$ cat config.mk
export PLATFORM = sky130hd
export DESIGN_NAME = jk_ff_monitor
export DESIGN_NICKNAME = d
export VERILOG_FILES = /design/src/rtl/jk_mon_pkg.sv /design/src/rtl/jk_ff_monitor_expect.sv /design/src/rtl/jk_ff_monitor.sv
export SDC_FILE = /design/constraint.sdc
export NUM_CORES = 1
export LEC_CHECK = 0
export BUFFER_PORTS_ARGS = -buffer_cell sky130_fd_sc_hd__buf_2
export CAP_MARGIN = 10
export CORE_MARGIN = 2
export CORE_UTILIZATION = 56
export CTS_CLUSTER_DIAMETER = 50
export DETAILED_ROUTE_END_ITERATION = 8
export PLACE_DENSITY = 0.79
export SETUP_SLACK_MARGIN = 0.3
export SLEW_MARGIN = 20
export SYNTH_ARGS = -nofsm -noshare
export SYNTH_HDL_FRONTEND = slang
export SYNTH_SLANG_ARGS = --single-unit
$ cat constraint.sdc
create_clock -name clk -period 2.7 [get_ports clk]
set_input_delay 0.135 -clock clk [delete_from_list [all_inputs] [get_ports clk]]
set_output_delay 0.135 -clock clk [all_outputs]
set_load 0.05 [all_outputs]
$ cat src/rtl/jk_mon_pkg.sv
// Shared definitions for the JK flip-flop monitor: FSM state enum, J/K mode
// codes and the reference next-state function of an ideal JK flop.
package jk_mon_pkg;

  typedef enum logic [1:0] {
    IDLE  = 2'd0,
    SYNC  = 2'd1,
    CHECK = 2'd2,
    HALT  = 2'd3
  } jk_state_e;

  localparam logic [1:0] MODE_HOLD = 2'd0;
  localparam logic [1:0] MODE_RST  = 2'd1;
  localparam logic [1:0] MODE_SET  = 2'd2;
  localparam logic [1:0] MODE_TOG  = 2'd3;

  function automatic logic jk_next(input logic j, input logic k, input logic q);
    logic nq;
    case ({j, k})
      2'b00:   nq = q;
      2'b01:   nq = 1'b0;
      2'b10:   nq = 1'b1;
      default: nq = ~q;
    endcase
    return nq;
  endfunction

endpackage

$ cat src/rtl/jk_ff_monitor_expect.sv
// jk_expect: combinational expected-Q and mode decode from the previously
// sampled J/K/Q/dut_reset; an observed flop reset forces Q=0 and mode "reset".
module jk_expect
  import jk_mon_pkg::*;
(
  input  logic       prev_j,
  input  logic       prev_k,
  input  logic       prev_q,
  input  logic       prev_dut_reset,
  output logic       exp_q,
  output logic [1:0] mode
);

  always_comb begin
    exp_q = 1'b0;
    mode  = MODE_RST;
    if (!prev_dut_reset) begin
      exp_q = jk_next(prev_j, prev_k, prev_q);
      mode  = {prev_j, prev_k};
    end
  end

endmodule

$ cat src/rtl/jk_ff_monitor.sv
// JK flip-flop protocol monitor. Define JK_MON_MODE_COUNTERS_EN to add the
// per-mode transition counters (cnt_hold, cnt_set, cnt_rst, cnt_tog).
module jk_ff_monitor #(
  parameter int CNT_W       = 8,
  parameter int STOP_ON_ERR = 0
) (
  input  logic             clk,
  input  logic             reset,
  input  logic             en,
  input  logic             dut_reset,
  input  logic             J,
  input  logic             K,
  input  logic             Q,
  input  logic             Qn,
  output logic             err,
  output logic             err_sticky,
  output logic [CNT_W-1:0] err_cnt,
  output logic [1:0]       first_err_mode,
  output logic [1:0]       state
`ifdef JK_MON_MODE_COUNTERS_EN
  ,
  output logic [CNT_W-1:0] cnt_hold,
  output logic [CNT_W-1:0] cnt_set,
  output logic [CNT_W-1:0] cnt_rst,
  output logic [CNT_W-1:0] cnt_tog
`endif
);

  import jk_mon_pkg::*;

  localparam logic [1:0] S_IDLE  = IDLE;
  localparam logic [1:0] S_SYNC  = SYNC;
  localparam logic [1:0] S_CHECK = CHECK;
  localparam logic [1:0] S_HALT  = HALT;

  function automatic logic [CNT_W-1:0] sat_inc(input logic [CNT_W-1:0] v);
    return (v == {CNT_W{1'b1}}) ? v : v + 1'b1;
  endfunction

  logic       prev_j, prev_k, prev_q, prev_dut_reset, prev_valid;
  logic       exp_q;
  logic [1:0] mode;
  logic       checking;
  logic       fail;

  jk_expect u_expect (
    .prev_j         (prev_j),
    .prev_k         (prev_k),
    .prev_q         (prev_q),
    .prev_dut_reset (prev_dut_reset),
    .exp_q          (exp_q),
    .mode           (mode)
  );

  // A falling en wins over a mismatch: nothing is checked on that edge.
  assign checking = (state == S_CHECK) && en && prev_valid;
  assign fail     = checking && ((Q != exp_q) || (Qn == Q));

  // Observed-value stage: compare against what the flop really held last cycle.
  always_ff @(posedge clk) begin
    if (state == S_SYNC || state == S_CHECK) begin
      prev_j         <= J;
      prev_k         <= K;
      prev_q         <= Q;
      prev_dut_reset <= dut_reset;
    end
  end

  // Control and result stage.
  always_ff @(posedge clk) begin
    if (!reset) begin
      state          <= S_IDLE;
      err            <= 1'b0;
      err_sticky     <= 1'b0;
      err_cnt        <= '0;
      first_err_mode <= MODE_HOLD;
      prev_valid     <= 1'b0;
`ifdef JK_MON_MODE_COUNTERS_EN
      cnt_hold <= '0;
      cnt_set  <= '0;
      cnt_rst  <= '0;
      cnt_tog  <= '0;
`endif
    end else begin
      err <= fail;
      case (state)
        S_IDLE: begin
          err_sticky <= 1'b0;
          prev_valid <= 1'b0;
          if (en) begin
            state          <= S_SYNC;
            err_cnt        <= '0;
            first_err_mode <= MODE_HOLD;
`ifdef JK_MON_MODE_COUNTERS_EN
            cnt_hold <= '0;
            cnt_set  <= '0;
            cnt_rst  <= '0;
            cnt_tog  <= '0;
`endif
          end
        end
        S_SYNC: begin
          prev_valid <= 1'b1;
          state      <= en ? S_CHECK : S_IDLE;
        end
        S_CHECK: begin
          prev_valid <= 1'b1;
          if (!en)
            state <= S_IDLE;
          else if (fail && (STOP_ON_ERR != 0))
            state <= S_HALT;
        end
        default: begin
          if (!en)
            state <= S_IDLE;
        end
      endcase
      if (fail) begin
        err_sticky <= 1'b1;
        err_cnt    <= sat_inc(err_cnt);
        if (!err_sticky)
          first_err_mode <= mode;
      end
`ifdef JK_MON_MODE_COUNTERS_EN
      if (checking) begin
        case (mode)
          MODE_HOLD: cnt_hold <= sat_inc(cnt_hold);
          MODE_RST:  cnt_rst  <= sat_inc(cnt_rst);
          MODE_SET:  cnt_set  <= sat_inc(cnt_set);
          default:   cnt_tog  <= sat_inc(cnt_tog);
        endcase
      end
`endif
    end
  end

endmodule

Word level (Yosys, flattened, before mapping) --
Index checks and enable logic that the tools add are counted.
Cells by class: add/subtract/negate cells 1, multipliers 0, div/mod/pow operators 0, $lt $le $gt $ge 0, eq/ne operators 10, shift operators 0, multiplexer cells 18, bitwise logic cells 1, reduce and logical (&&, ||, !) cells 13
Operator list (count):
- $mux W8 | 4
- $mux W2 | 8
- $add A8 B1 Y8 const B | 1
- $eq A8 B8 Y1 const B | 1
- $reduce_bool A2 Y1 | 3
- $eq A2 B1 Y1 const B | 2
- $eq A2 B2 Y1 const B | 2
- $logic_not A2 Y1 | 2
- $ne A2 B2 Y1 const B | 2
- $pmux W2 S2 | 1
- $logic_and A1 B1 Y1 | 3
- $mux W1 | 3
- $ne A3 B1 Y1 const B | 1
- $pmux W1 S3 | 1
- $reduce_and A3 Y1 | 1
- $logic_or A1 B1 Y1 | 2
- $pmux W1 S2 | 1
- $reduce_and A2 Y1 | 1
- $reduce_or A2 Y1 | 1
- $eq A1 B1 Y1 | 1
- $ne A1 B1 Y1 | 1
- $not A1 Y1 | 1
Storage, ports and cells: register bits 19, bits in latches 0, memory bits (writable) 0, bits in read-only memories 0, output and inout bits 14, word-level logic and storage cells 53, memories kept 0

Longest topological paths before layout --
depth after elaboration 8, mapped depth 7

Hierarchy --
Synthesis repeated with hierarchy kept, for this count alone.
Second synthesis, totals: cells, all modules 108, area total of the unflattened synthesis 1016.0 um^2
Modules (own cells, without submodules):
- jk_ff_monitor | times used 1, cells an instance 103, area each 974.7 um^2
- jk_expect | times used 1, cells an instance 5, area each 41.3 um^2

Least setup slack after synthesis --
Ideal clock, no wire load.
kind reg-to-reg, start point register state[1], end point register err_cnt[4], arrival time 1706 ps, data required time 2576 ps, path slack 869 ps, stages on the path, launching flop included 7, path buffers 1, path through dfxtp_1 -> ha_1 -> nand3_1 -> or3_1 -> buf_6 -> nor3_2 -> nor3_1
On the way: word-level cells in the longest chain between the ends 6, elaborated cells on any way between the ends 10, those cells by class eq/ne: 2; mux: 1; reduce/logical: 7
RTL lines:
- start, declared | line jk_ff_monitor.sv:19 | output logic [1:0] state
- start signal, assigned | line jk_ff_monitor.sv:104 | state <= en ? S_CHECK : S_IDLE;
- $eq A2 B2 Y1 | line jk_ff_monitor.sv:56 | assign checking = (state == S_CHECK) && en && prev_valid;
- $logic_and A1 B1 Y1 (2 in series) | line jk_ff_monitor.sv:56
- $logic_and A1 B1 Y1 | line jk_ff_monitor.sv:57 | assign fail = checking && ((Q != exp_q) || (Qn == Q));
- $ne A2 B2 Y1 (no line) or $reduce_bool A2 Y1 (tied branches)
- $reduce_and A3 Y1 (no line)
- end signal, assigned | line jk_ff_monitor.sv:120 | err_cnt <= sat_inc(err_cnt);
- end, declared | line jk_ff_monitor.sv:17 | output logic [CNT_W-1:0] err_cnt,
Several ways; a longest one is shown, not always the timed one. A chain may end at the register's enable or synchronous reset.

Worst setup path after layout --
start point register prev_q, end point register err_cnt[3]
On the way: word-level cells in the longest chain between the ends 8, elaborated cells on any way between the ends 11, those cells by class eq/ne: 2; mux: 3; bitwise: 1; reduce/logical: 5
RTL lines:
- start, declared | line jk_ff_monitor.sv:40 | logic prev_j, prev_k, prev_q, prev_dut_reset, prev_valid;
- start signal, assigned | line jk_ff_monitor.sv:64 | prev_q <= Q;
- $not A1 Y1 | line jk_mon_pkg.sv:23 | default: nq = ~q;
- $pmux W1 S3 (*) | line jk_mon_pkg.sv:19 | case ({j, k})
- $mux W1 (*) | line jk_ff_monitor_expect.sv:17 | if (!prev_dut_reset) begin
- $ne A1 B1 Y1 (*) | line jk_ff_monitor.sv:57
- $logic_or A1 B1 Y1 (*) | line jk_ff_monitor.sv:57
- $logic_and A1 B1 Y1 (*) | line jk_ff_monitor.sv:57
- $ne A2 B2 Y1 (no line) or $reduce_bool A2 Y1 (tied branches)
- $reduce_and A3 Y1 (no line)
Every way passes the cells marked *; elsewhere a longest branch is shown, timed or not.

==> summary.txt <==
Job
  – Total of max-cap violations: 0

Routing
  – Vias: 885
  – Avg Vias per Cell: 5.94
  – Detailed Routing Iterations Pass 1: 4
  – Detailed Route WL: 2100 microns
  – ANT nets after route: 0
  – Routed WL per cell: 14.1 microns
  – Initial DRC count: 36
  – Drt drc: 0

Layout
  – Fillcell total: 150
  – Layout cells sized above 1: 21.2%
  – Nets@finish: 147
  – Commonest non-fill, non-tap cell in the layout: buf_2
  – Ant. Diodes: 0
  – Fin cells: 149
  – Most frequent cells in the layout: 21 x buf_2, 15 x dfxtp_1, 10 x nand2_1, 8 x nand3_1
  – Area Growth Syn to Fin: 15.1%

Power
  – Comb pwr share: 30.3%
  – Clock power frac: 19.5%
  – Maximum VDD drop: 0.000490 V
  – Switching share of power: 34.9%
  – P per Cell Area: 645 nW/um^2
  – Pleak: 0.459 nW
  – Internal power: 0.481 mW
  – Net switching power: 0.258 mW
  – Register share of total power: 50.3%

Timing
  – Final clock skew: 0.000953 ns
  – Final period utilization: 72.5%
  – Fin. max-slew vios: 0
  – WHS: 0.00899 ns
  – Worst Tran Pin Value: 0.590 ns
  – Finish-stage setup viols: 0
  – Slew margin rel.: 60.5%
  – Setup TNS: 0 ns
  – Final Hold Violating Endpoints: 0
  – Unrepaired setup endpoints after global routing: false
  – Minimum clock period: 1.96 ns
  – Max frequency: 511 MHz

Synth
  – Synth Warn #: 0
  – Flops & latches, synth: 19
  – Avg Inst Size Synth: 9.21 sq um
  – Register area share after synthesis: 42.3%
  – Syn nets: 122
  – Synth unique cells: 35
  – Cell area after synthesis: 995 sq um
  – Cell count after synthesis: 108

Worst setup path
  – Crit path kind: reg -> reg
  – Top delay family on crit path: simple AND/OR/NAND/NOR gates
  – Data required, critical path: 2.92 ns
  – Critical-path cell list: and2_4, o311a_1, nor3_2, o21ai_1, nor3_1
  – Crit path DAT: 2.17 ns
  – Buffers & Inverters on Critical Path: 0
  – Critical Path Sink Type: register
  – CP Max Fanout: 12
  – Crit path largest cell delay: 0.53 ns
  – CP max stage cell: nor3_2
  – Worst setup SP type: register

Clocking
  – CTS Buf Count: 3
  – CTS tree: yes
  – Clock sink count: 19
  – Clock slew at reported path FFs: 0.11 ns
  – CTS resizes: 0
  – Clock tree root driver cell: clkbuf_4
  – CTS max path bufs: 2
  – # H-tree levels: 1
  – Clk_lat worst skew: 0.29 ns

Global routing
  – Antenna violations before repair: 0
  – GR Overflow Total: 0
  – First-pass GRT wire length: 3290 microns
  – Gr usage total: 21.4%
  – Vias in the first global route: 759
  – Largest net degree at the start of global routing: 18

Die
  – Die width: 46.1 microns
  – # IOs: 22
  – Die Y: 46.1 microns
  – Area of the die: 2130 sq um
  – Initial core utilization: 58.9%
  – Row count: 15
  – Core Region: 1690 sq um

Placement
  – GP Congestion: 0.907
  – I/O Buffers: 21
  – DP HPWL: 1500 microns
  – Dpl cells: 143

Status
  – Status: finished clean

Worst hold path
  – Hold/Removal Path Class: in -> reg
[routing by layer]
metal,share of wire (%),GRT usage (%)
met5,0,0
met4,1.0,10.3
met3,5.2,3.92
met2,50,35.6
met1,43,26.3
[cells in the mapped netlist, drive strengths merged]
cell,count,area share (%)
nor3,6,4.0
nor3b,1,0.75
xor2,1,0.88
and2,2,1.5
a41oi,1,0.88
ha,6,7.5
o31ai,2,1.5
nand2,10,3.8
o311a,1,1.0
dfxtp,15,30
or3,1,0.63
nor2,8,4.7
nor4,1,0.63
and3,2,1.3
a21boi,1,0.75
nand3,8,4.0
nand4,1,0.63
o21ai,10,5.0
mux2i,5,5.0
buf,2,1.9
a211oi,1,0.75
nor2b,3,1.9
and4b,1,1.0
clkbuf,1,0.38
a21oi,6,3.0
inv,4,1.5
nand2b,2,1.3
a22oi,1,0.75
nand3b,1,0.75
edfxtp,4,12
[worst paths after layout]
| path | slack, ns | endpoint | start | cells after the start |
|---|---|---|---|---|
| max | 0.74 | err_cnt[3]$_SDFFE_PN0P_ | prev_q$_DFFE_PP_ | 5 |
| min | 0.009 | prev_k$_DFFE_PP_ | K | 1 |
| max reg2reg | 0.74 | err_cnt[3]$_SDFFE_PN0P_ | prev_q$_DFFE_PP_ | 5 |
| min reg2reg | 0.50 | first_err_mode[0]$_SDFF_PN0_ | first_err_mode[0]$_SDFF_PN0_ | 2 |
[metrics by stage]
step	instance area (sq um)	utilization (%)	setup WS [ns]	total power, mW
finish	1140	67.8	0.743	0.739
CTS	1120	66.6	0.776	0.741
floorplan	995	-	0.869	0.549
global route	1140	67.8	0.596	0.790
detailed placement	1100	65.0	0.816	0.601
global placement	1100	65.0	0.890	0.592
[worst reg2reg max path: cells and delay by family (launching register included)]
kind,cells,cell delay [ns]
AOI/OAI and AO/OA,2,0.52
DFF,1,0.42
and+or+nand+nor,3,0.94
[cells by family after synthesis]
kind of cell	after synthesis	synth area share, %
flops	19	42.3
buf+inv	7	3.77
compound gates	23	13.7
fa+ha+maj	6	7.55
simple gates	47	26.8
mux	5	5.03
xor+xnor	1	0.881
[timing repair]
item / CTS / global route
hold buffers: 0 / 2
setup buffers: 0 / 0
hold endpoints to repair: 0 / 2
[sequential cells by signal, summed over array words and instances, names as in the netlist]
name            flops
prev_valid          1
err_cnt             8
prev_k              1
err_sticky          1
prev_q              1
prev_j              1
prev_dut_reset      1
first_err_mode      2
err                 1
state               2
[final cells by class]
type	count	area (sq um)	share of cell area, %
tap	17	21.3	1.86
multi-input combinational	82	537	46.9
timing repair buffer	23	125	10.9
sequential	19	420	36.7
clock buffer	4	26.3	2.30
inverter	4	15.0	1.31
[power by group through the flow]
| stage | Combinational, mW | Sequential (mW) | Clock, mW |
|---|---|---|---|
| detailed placement | 0.225 | 0.376 | 0 |
| floorplan | 0.142 | 0.407 | 0 |
| finish | 0.224 | 0.371 | 0.144 |
| global placement | 0.220 | 0.373 | 0 |
| CTS | 0.225 | 0.370 | 0.146 |
| global route | 0.250 | 0.378 | 0.162 |
No activity file was read; power rests on OpenSTA's default activity.
